==> src/rtl/axis_append_pkg.sv <==
// axis_append_pkg: shared FSM state type and counter-width helper for axis_append_a2
package axis_append_pkg;
  typedef enum logic [1:0] {IDLE, HEAD, BODY, TAIL} append_state_e;
  function automatic int cnt_w(int max);
    return $clog2(max + 1);
  endfunction
endpackage

==> src/rtl/axis_append_a2.sv <==
// axis_append_a2: wraps each AXI-Stream packet with head_num header beats and end_num trailer beats.
// Ports: clock/rst (sync, active-high); enable, head_num, end_num, head_value, end_value are
// sampled at packet start; origin_* is the input stream, append_* the output stream.
// Optional macro AXIS_APPEND_A2_STAT_EN adds pkt_cnt, the count of completed wrapped packets.
module axis_append_a2
  import axis_append_pkg::*;
#(
  parameter int DSIZE    = 32,
  parameter int MAX_HEAD = 4,
  parameter int MAX_END  = 4
) (
  input  logic                          clock,
  input  logic                          rst,
  input  logic                          enable,
  input  logic [cnt_w(MAX_HEAD)-1:0]    head_num,
  input  logic [cnt_w(MAX_END)-1:0]     end_num,
  input  logic [DSIZE-1:0]              head_value,
  input  logic [DSIZE-1:0]              end_value,
  input  logic [DSIZE-1:0]              origin_tdata,
  input  logic                          origin_tvalid,
  input  logic                          origin_tlast,
  output logic                          origin_tready,
  output logic [DSIZE-1:0]              append_tdata,
  output logic                          append_tvalid,
  output logic                          append_tlast,
  input  logic                          append_tready
`ifdef AXIS_APPEND_A2_STAT_EN
  ,
  output logic [31:0]                   pkt_cnt
`endif
);
  localparam int HW = cnt_w(MAX_HEAD);
  localparam int EW = cnt_w(MAX_END);
  localparam int CW = HW > EW ? HW : EW;
  append_state_e state, state_nx;
  logic [CW-1:0] cnt, cnt_nx, cnt_inc;
  logic enable_l;
  logic [HW-1:0] head_num_l;
  logic [EW-1:0] end_num_l;
  logic [DSIZE-1:0] head_value_l, end_value_l;
  logic head_done, tail_done;
  assign cnt_inc   = cnt + CW'(1);
  assign head_done = cnt_inc == CW'(head_num_l);
  assign tail_done = cnt_inc == CW'(end_num_l);
  always_comb begin
    state_nx      = state;
    cnt_nx        = cnt;
    origin_tready = 1'b0;
    append_tvalid = 1'b0;
    append_tdata  = head_value_l;
    append_tlast  = 1'b0;
    unique case (state)
      IDLE: if (origin_tvalid) state_nx = (!enable || head_num == '0) ? BODY : HEAD;
      HEAD: begin
        append_tvalid = 1'b1;
        if (append_tready) begin
          cnt_nx   = head_done ? '0 : cnt_inc;
          state_nx = head_done ? BODY : HEAD;
        end
      end
      BODY: begin
        append_tdata  = origin_tdata;
        append_tvalid = origin_tvalid;
        origin_tready = append_tready;
        append_tlast  = origin_tlast & (!enable_l | end_num_l == '0);
        if (origin_tvalid && append_tready && origin_tlast)
          state_nx = (enable_l && end_num_l != '0) ? TAIL : IDLE;
      end
      TAIL: begin
        append_tvalid = 1'b1;
        append_tdata  = end_value_l;
        append_tlast  = tail_done;
        if (append_tready) begin
          cnt_nx   = tail_done ? '0 : cnt_inc;
          state_nx = tail_done ? IDLE : TAIL;
        end
      end
      default: state_nx = IDLE;
    endcase
  end
  always_ff @(posedge clock) begin
    if (rst) begin
      state        <= IDLE;
      cnt          <= '0;
      enable_l     <= 1'b0;
      head_num_l   <= '0;
      end_num_l    <= '0;
      head_value_l <= '0;
      end_value_l  <= '0;
    end else begin
      state <= state_nx;
      cnt   <= cnt_nx;
      // out-of-range counts are clamped once, at latch time
      if (state == IDLE && origin_tvalid) begin
        enable_l     <= enable;
        head_num_l   <= head_num > HW'(MAX_HEAD) ? HW'(MAX_HEAD) : head_num;
        end_num_l    <= end_num > EW'(MAX_END) ? EW'(MAX_END) : end_num;
        head_value_l <= head_value;
        end_value_l  <= end_value;
      end
    end
  end
`ifdef AXIS_APPEND_A2_STAT_EN
  // the accepted tlast beat of a wrapped packet is always its final beat
  always_ff @(posedge clock) begin
    if (rst) pkt_cnt <= '0;
    else if (append_tvalid && append_tready && append_tlast && enable_l) pkt_cnt <= pkt_cnt + 32'd1;
  end
`endif
endmodule

==> config.mk <==
export PLATFORM = sky130hd
export DESIGN_NAME = axis_append_a2
export DESIGN_NICKNAME = d
export VERILOG_FILES = /design/src/rtl/axis_append_pkg.sv /design/src/rtl/axis_append_a2.sv
export SDC_FILE = /design/constraint.sdc
export NUM_CORES = 1
export LEC_CHECK = 0
export BUFFER_PORTS_ARGS = -buffer_cell sky130_fd_sc_hd__clkbuf_2
export CAP_MARGIN = 20
export CORE_ASPECT_RATIO = 1.2
export CORE_UTILIZATION = 48
export DETAILED_ROUTE_END_ITERATION = 8
export GPL_ROUTABILITY_DRIVEN = 0
export PLACE_DENSITY = 0.8
export SYNTH_ARGS = -nofsm -noshare
export SYNTH_HDL_FRONTEND = slang
export SYNTH_SLANG_ARGS = --single-unit
export TNS_END_PERCENT = 50
==> constraint.sdc <==
create_clock -name clock -period 1.9 [get_ports clock]
set_clock_uncertainty 0.05 [all_clocks]
set_input_delay 0.475 -clock clock [delete_from_list [all_inputs] [get_ports clock]]
set_output_delay 0.475 -clock clock [all_outputs]
set_load 0.01 [all_outputs]
# == Word level (Yosys, flattened, before mapping) ==
# Index checks and enable logic that the tools add are counted.
# word_totals
memories,0
register_bits,76
mem_bits_rw,0
out_inout_bits,35
latchBits,0
wordCells,56
romBits,0
# classes
muxes,20
n_addsub,1
n_div,0
mul,0
n_reduce_logical,15
eq_ne,9
order_cmp,2
bitwise_logic,2
n_shift,0
# op_table
op,count
$pmux W32 S2,1
$mux W3,6
$mux W2,8
$ne A2 B2 Y1 const B,4
$pmux W2 S4,1
$eq A3 B3 Y1,2
$gt A3 B3 Y1 const B,2
$logic_not A3 Y1,2
$pmux W3 S2,1
$eq A2 B2 Y1 const B,2
$logic_and A1 B1 Y1,4
$pmux W1 S2,2
$reduce_and A4 Y1,1
$add A3 B1 Y3 const B,1
$reduce_and A3 Y1,1
$reduce_bool A3 Y1,1
$eq A2 B1 Y1 const B,1
$logic_not A1 Y1,2
$logic_not A2 Y1,1
$reduce_bool A2 Y1,1
$reduce_or A2 Y1,1
$and A1 B1 Y1,1
$logic_or A1 B1 Y1,1
$mux W1,1
$or A1 B1 Y1,1

# == Longest topological paths before layout ==
# logic_depth
depth_word,5
depth_mapped,7
ltp_nobuf,5

# == Least setup slack after synthesis ==
# No wires, ideal clock.
# synth_path
kind,reg2out
startpoint,register cnt[0]
endpoint,output port append_tlast
path_buffers,0
path_stages_with_launch,5
arrival_ns,1.363
slack_ns,0.012
required_ns,1.375
cell_sequence,dfxtp_1 -> ha_1 -> xnor2_1 -> nand4_2 -> a21oi_1
# synth_via
elab_chain_cells,3
# synth_rtl
item,line,rtl
start: declaration,axis_append_a2.sv:36,"logic [CW-1:0] cnt, cnt_nx, cnt_inc;"
start signal: assignment,axis_append_a2.sv:92,cnt <= cnt_nx;
$add A3 B1 Y3,axis_append_a2.sv:42,assign cnt_inc = cnt + CW'(1);
$eq A3 B3 Y1,axis_append_a2.sv:44,assign tail_done = cnt_inc == CW'(end_num_l);
$pmux W1 S2,axis_append_a2.sv:52,unique case (state)
end: declaration,axis_append_a2.sv:25,"output logic append_tlast,"
# No other way between the ends.

# == Worst setup path in the final report ==
# layout_path
startpoint,register state[0]
endpoint,output port append_tdata[10]
# layout_via
elab_chain_cells,2
elab_cells_between_ends,3
cone_classes,eq/ne: 2; mux: 1
# layout_rtl
item,line,rtl
start: declaration,axis_append_a2.sv:35,"append_state_e state, state_nx;"
start signal: assignment,axis_append_a2.sv:91,state <= state_nx;
$eq A2 B2 Y1,axis_append_a2.sv:52,
$pmux W32 S2 (*),axis_append_a2.sv:52,
end: declaration,axis_append_a2.sv:23,"output logic [DSIZE-1:0] append_tdata,"
# Every way passes the cells marked *; elsewhere a longest branch is shown, timed or not.

==> flow_metrics.env <==
export IMPL_outcome="finished with violations"
export IMPL_violations="setup timing"
export IMPL_peakVddDrop_v=0.000493
export IMPL_die_area_mm2=0.00776
export IMPL_initial_core_util_pct=49.4
export IMPL_fin_ws_ns=-0.177
export IMPL_syn_inst=470
export IMPL_layout_common_cells="nand2_1 (145), clkbuf_2 (129), a21oi_1 (106)"
export IMPL_synth_area_mm2=0.00355
export IMPL_h_tree_depth=3
export IMPL_r2r_cells=6
export IMPL_slew_violations=0
export IMPL_cts_sinks=76
export IMPL_clk_path_buf_depth=2
export IMPL_worstHoldStart="end_value[13]"
export IMPL_synth_top_family_by_area="simple AND/OR/NAND/NOR gates"
export IMPL_fin_nets=723
export IMPL_ys_seq_elements=76
export IMPL_synthAdderAreaFrac_pct=0.352
export IMPL_path_class="flip-flop to primary output"
export IMPL_synthMuxAreaShare_pct=9.01
export IMPL_synth_compound_area_share_pct=18.1
export IMPL_cp_required_ns=1.37
export IMPL_globalRouteTotalUtil_pct=27.6
export IMPL_r2r_start="state[0]"
export IMPL_final_common_cell="nand2_1"
export IMPL_drtAntennaViolNets=0
export IMPL_clock_fmax_mhz=482
export IMPL_reg2reg_slack_ns=-0.05
export IMPL_yosysTopAreaCell="dfxtp_1"
export IMPL_diodes=0
export IMPL_clk_pin_slew_ns=0.08
export IMPL_fill_cells=576
export IMPL_rows=34
export IMPL_clock_latency_ns=0.35
export IMPL_cts_tree="done"
export IMPL_min_path_cells=3
export IMPL_p_total_mw=4.73
export IMPL_path_cells="buf_4, buf_16, mux2i_1, a21oi_1, buf_2"
export IMPL_grt_overflow=0
export IMPL_synthXorXnorAreaFrac_pct=2.99
export IMPL_io_pins=143
export IMPL_drtPass1Iterations=6
export IMPL_areaGrowthSynthToFinish_pct=38.3
export IMPL_max_stage_delay_ns=0.39
export IMPL_core_area_mm2=0.00719
export IMPL_synth_area_top_cells="dfxtp_1 (43%), nand2_1 (15%), a21oi_1 (15%), mux2i_1 (9.0%), nor2_1 (3.7%)"
export IMPL_routed_via_density=5.49
export IMPL_die_h_um=96.3
export IMPL_synthSimpleGateAreaFrac_pct=22.2
export IMPL_antenna_found_initial=0
export IMPL_slowest_stage="dfxtp_4"
export IMPL_fin_crit_sh_pct=109
export IMPL_seq_area_frac_synth_pct=42.8
export IMPL_via_count=3887
export IMPL_synth_warnings=0
export IMPL_cp_start_kind="flip-flop"
export IMPL_rsz0062_at_grt="yes"
export IMPL_hold_path_class="input pin to flip-flop"
export IMPL_dp_cells=679
export IMPL_end_kind="primary output"
export IMPL_cts_root_buffer="clkbuf_8"
export IMPL_grt_max_degree=77
export IMPL_cap_violations=0
export IMPL_worst_path_max_fanout=6
export IMPL_die_x_um=80.6
export IMPL_numPortBuffers=142
export IMPL_numCtsBuffers=9
export IMPL_period_minus_slack_ns=2.08
export IMPL_p_leak_nw=2.18
export IMPL_slew_headroom_pct=76.7
export IMPL_detail_route_iter0_violations=279
export IMPL_dpl_worst_slack_ns=0.0970
export IMPL_finalHoldViolCount=0
export IMPL_syn_num_nets=579
export IMPL_p_per_area_mw_per_mm2=962
export IMPL_synth_distinct_cells=33
export IMPL_wire_per_inst_um=16.0
export IMPL_drc=0
export IMPL_grt_pass1_vias=3400
export IMPL_routed_wl_um=11300
export IMPL_critPathTopFamily="buffers and inverters"
export IMPL_reg2reg_to="state[1]"
export IMPL_post_route_cells_drive_above_1_share_pct=32.8
export IMPL_fin_cells=708
export IMPL_path_buf_inv=3
export IMPL_cp_arrival_ns=1.55
export IMPL_setup_viol=31
export IMPL_synth_top_area_share_pct=42.8
export IMPL_grt_pass1_wl_um=16000
export IMPL_syn_area_per_cell_um2=7.56
export IMPL_worst_pin_slew_ns=0.349
export IMPL_min_to="end_value_l[13]"
export IMPL_dp_hpwl_um=7060
==> power by group <==
part | switching (mW) | internal [mW] | total [mW] | leakage, nW
registers | 0.108 | 1.74 | 1.85 | 0.626
clock network | 0.586 | 0.710 | 1.30 | 0.109
logic | 0.863 | 0.720 | 1.58 | 1.45
==> stage by stage <==
stage | TNS, ns | util [%] | cell area (um^2) | hold WS [ns]
2_1_floorplan | 0 | - | 3550 | 0.386
3_3_place_gp | 0 | 61.2 | 4400 | 0.391
3_5_place_dp | 0 | 61.2 | 4400 | 0.397
4_1_cts | -1.99 | 66.8 | 4810 | 0.280
5_1_grt | -7.14 | 68.4 | 4920 | 0.285
6_report | -1.97 | 68.4 | 4920 | 0.290
==> cell families after synthesis <==
| group | count (synthesis) |
|---|---|
| buffers and inverters | 37 |
| flip-flops | 76 |
| AO/OA/AOI/OAI | 121 |
| multiplexers | 32 |
| XOR/XNOR | 6 |
| adder cells (fa/ha/maj) | 1 |
| AND/OR/NAND/NOR | 197 |
==> final cells by class <==
cell class              count  area (um^2)  share of cell area (%)
repair buffers            168         1110                    22.5
flip-flops and latches     76         1530                    31.2
well taps                  90          113                    2.29
multi-input cells         357         1950                    39.6
clock buffers              12          165                    3.36
inverters                   2         7.51                   0.153
clock inverters             3         43.8                   0.891
==> registers in the layout, indices dropped and copies added, names as in the netlist <==
name,cells
cnt,3
state,2
enable_l,1
end_value_l,32
head_value_l,32
head_num_l,3
end_num_l,3
==> layer usage <==
| metal | vias to the layer above | track usage, % | wire length, um |
|---|---|---|---|
| li1 | 1855 | - | - |
| met1 | 1788 | 33.4 | 4490 |
| met3 | 48 | 5.88 | 782 |
| met2 | 196 | 45.1 | 5610 |
| met4 | 0 | 16.1 | 454 |
| met5 | - | 0 | 0 |
==> Yosys cell counts (all sizes together) <==
| master | count |
|---|---|
| nand4 | 2 |
| a221o | 1 |
| a221oi | 1 |
| mux2i | 32 |
| o31ai | 1 |
| o221ai | 1 |
| o311a | 1 |
| o211ai | 1 |
| o2111ai | 1 |
| a21o | 2 |
| nor3b | 1 |
| nand3 | 2 |
| xnor3 | 2 |
| a211oi | 3 |
| buf | 18 |
| nand2b | 2 |
| dfxtp | 76 |
| nand2 | 146 |
| clkbuf | 17 |
| xnor2 | 2 |
| nor2 | 35 |
| xor2 | 2 |
| inv | 2 |
| nand3b | 5 |
| nor2b | 2 |
| o21ai | 1 |
| ha | 1 |
| and2 | 2 |
| a21oi | 108 |
==> what timing repair did <==
action                                  4_1_cts  5_1_grt
endpoints found under the setup margin       34       38
setup buffers                                 6        6
cloned                                        3        1
pin swaps                                    20       11
gates resized for setup                      14       31
hold buffers                                  0        0
==> worst max-delay path by stage <==
stage,start,end,slack (ns),cells past startpoint
floorplan,cnt[0],append_tlast,0.01,4
detailed placement,state[0],append_tdata[8],0.1,4
CTS,cnt[1],append_tlast,-0.17,5
global placement,cnt[0],append_tlast,0.14,5
global route,state[0],append_tdata[16],-0.28,5
finish,state[0],append_tdata[10],-0.18,5
==> tightest hold or removal path, stage by stage <==
cell      delay [ns]
clkbuf_2        0.08
nand2_1         0.05
a21oi_1         0.05
(Power assumes the default switching activity.)
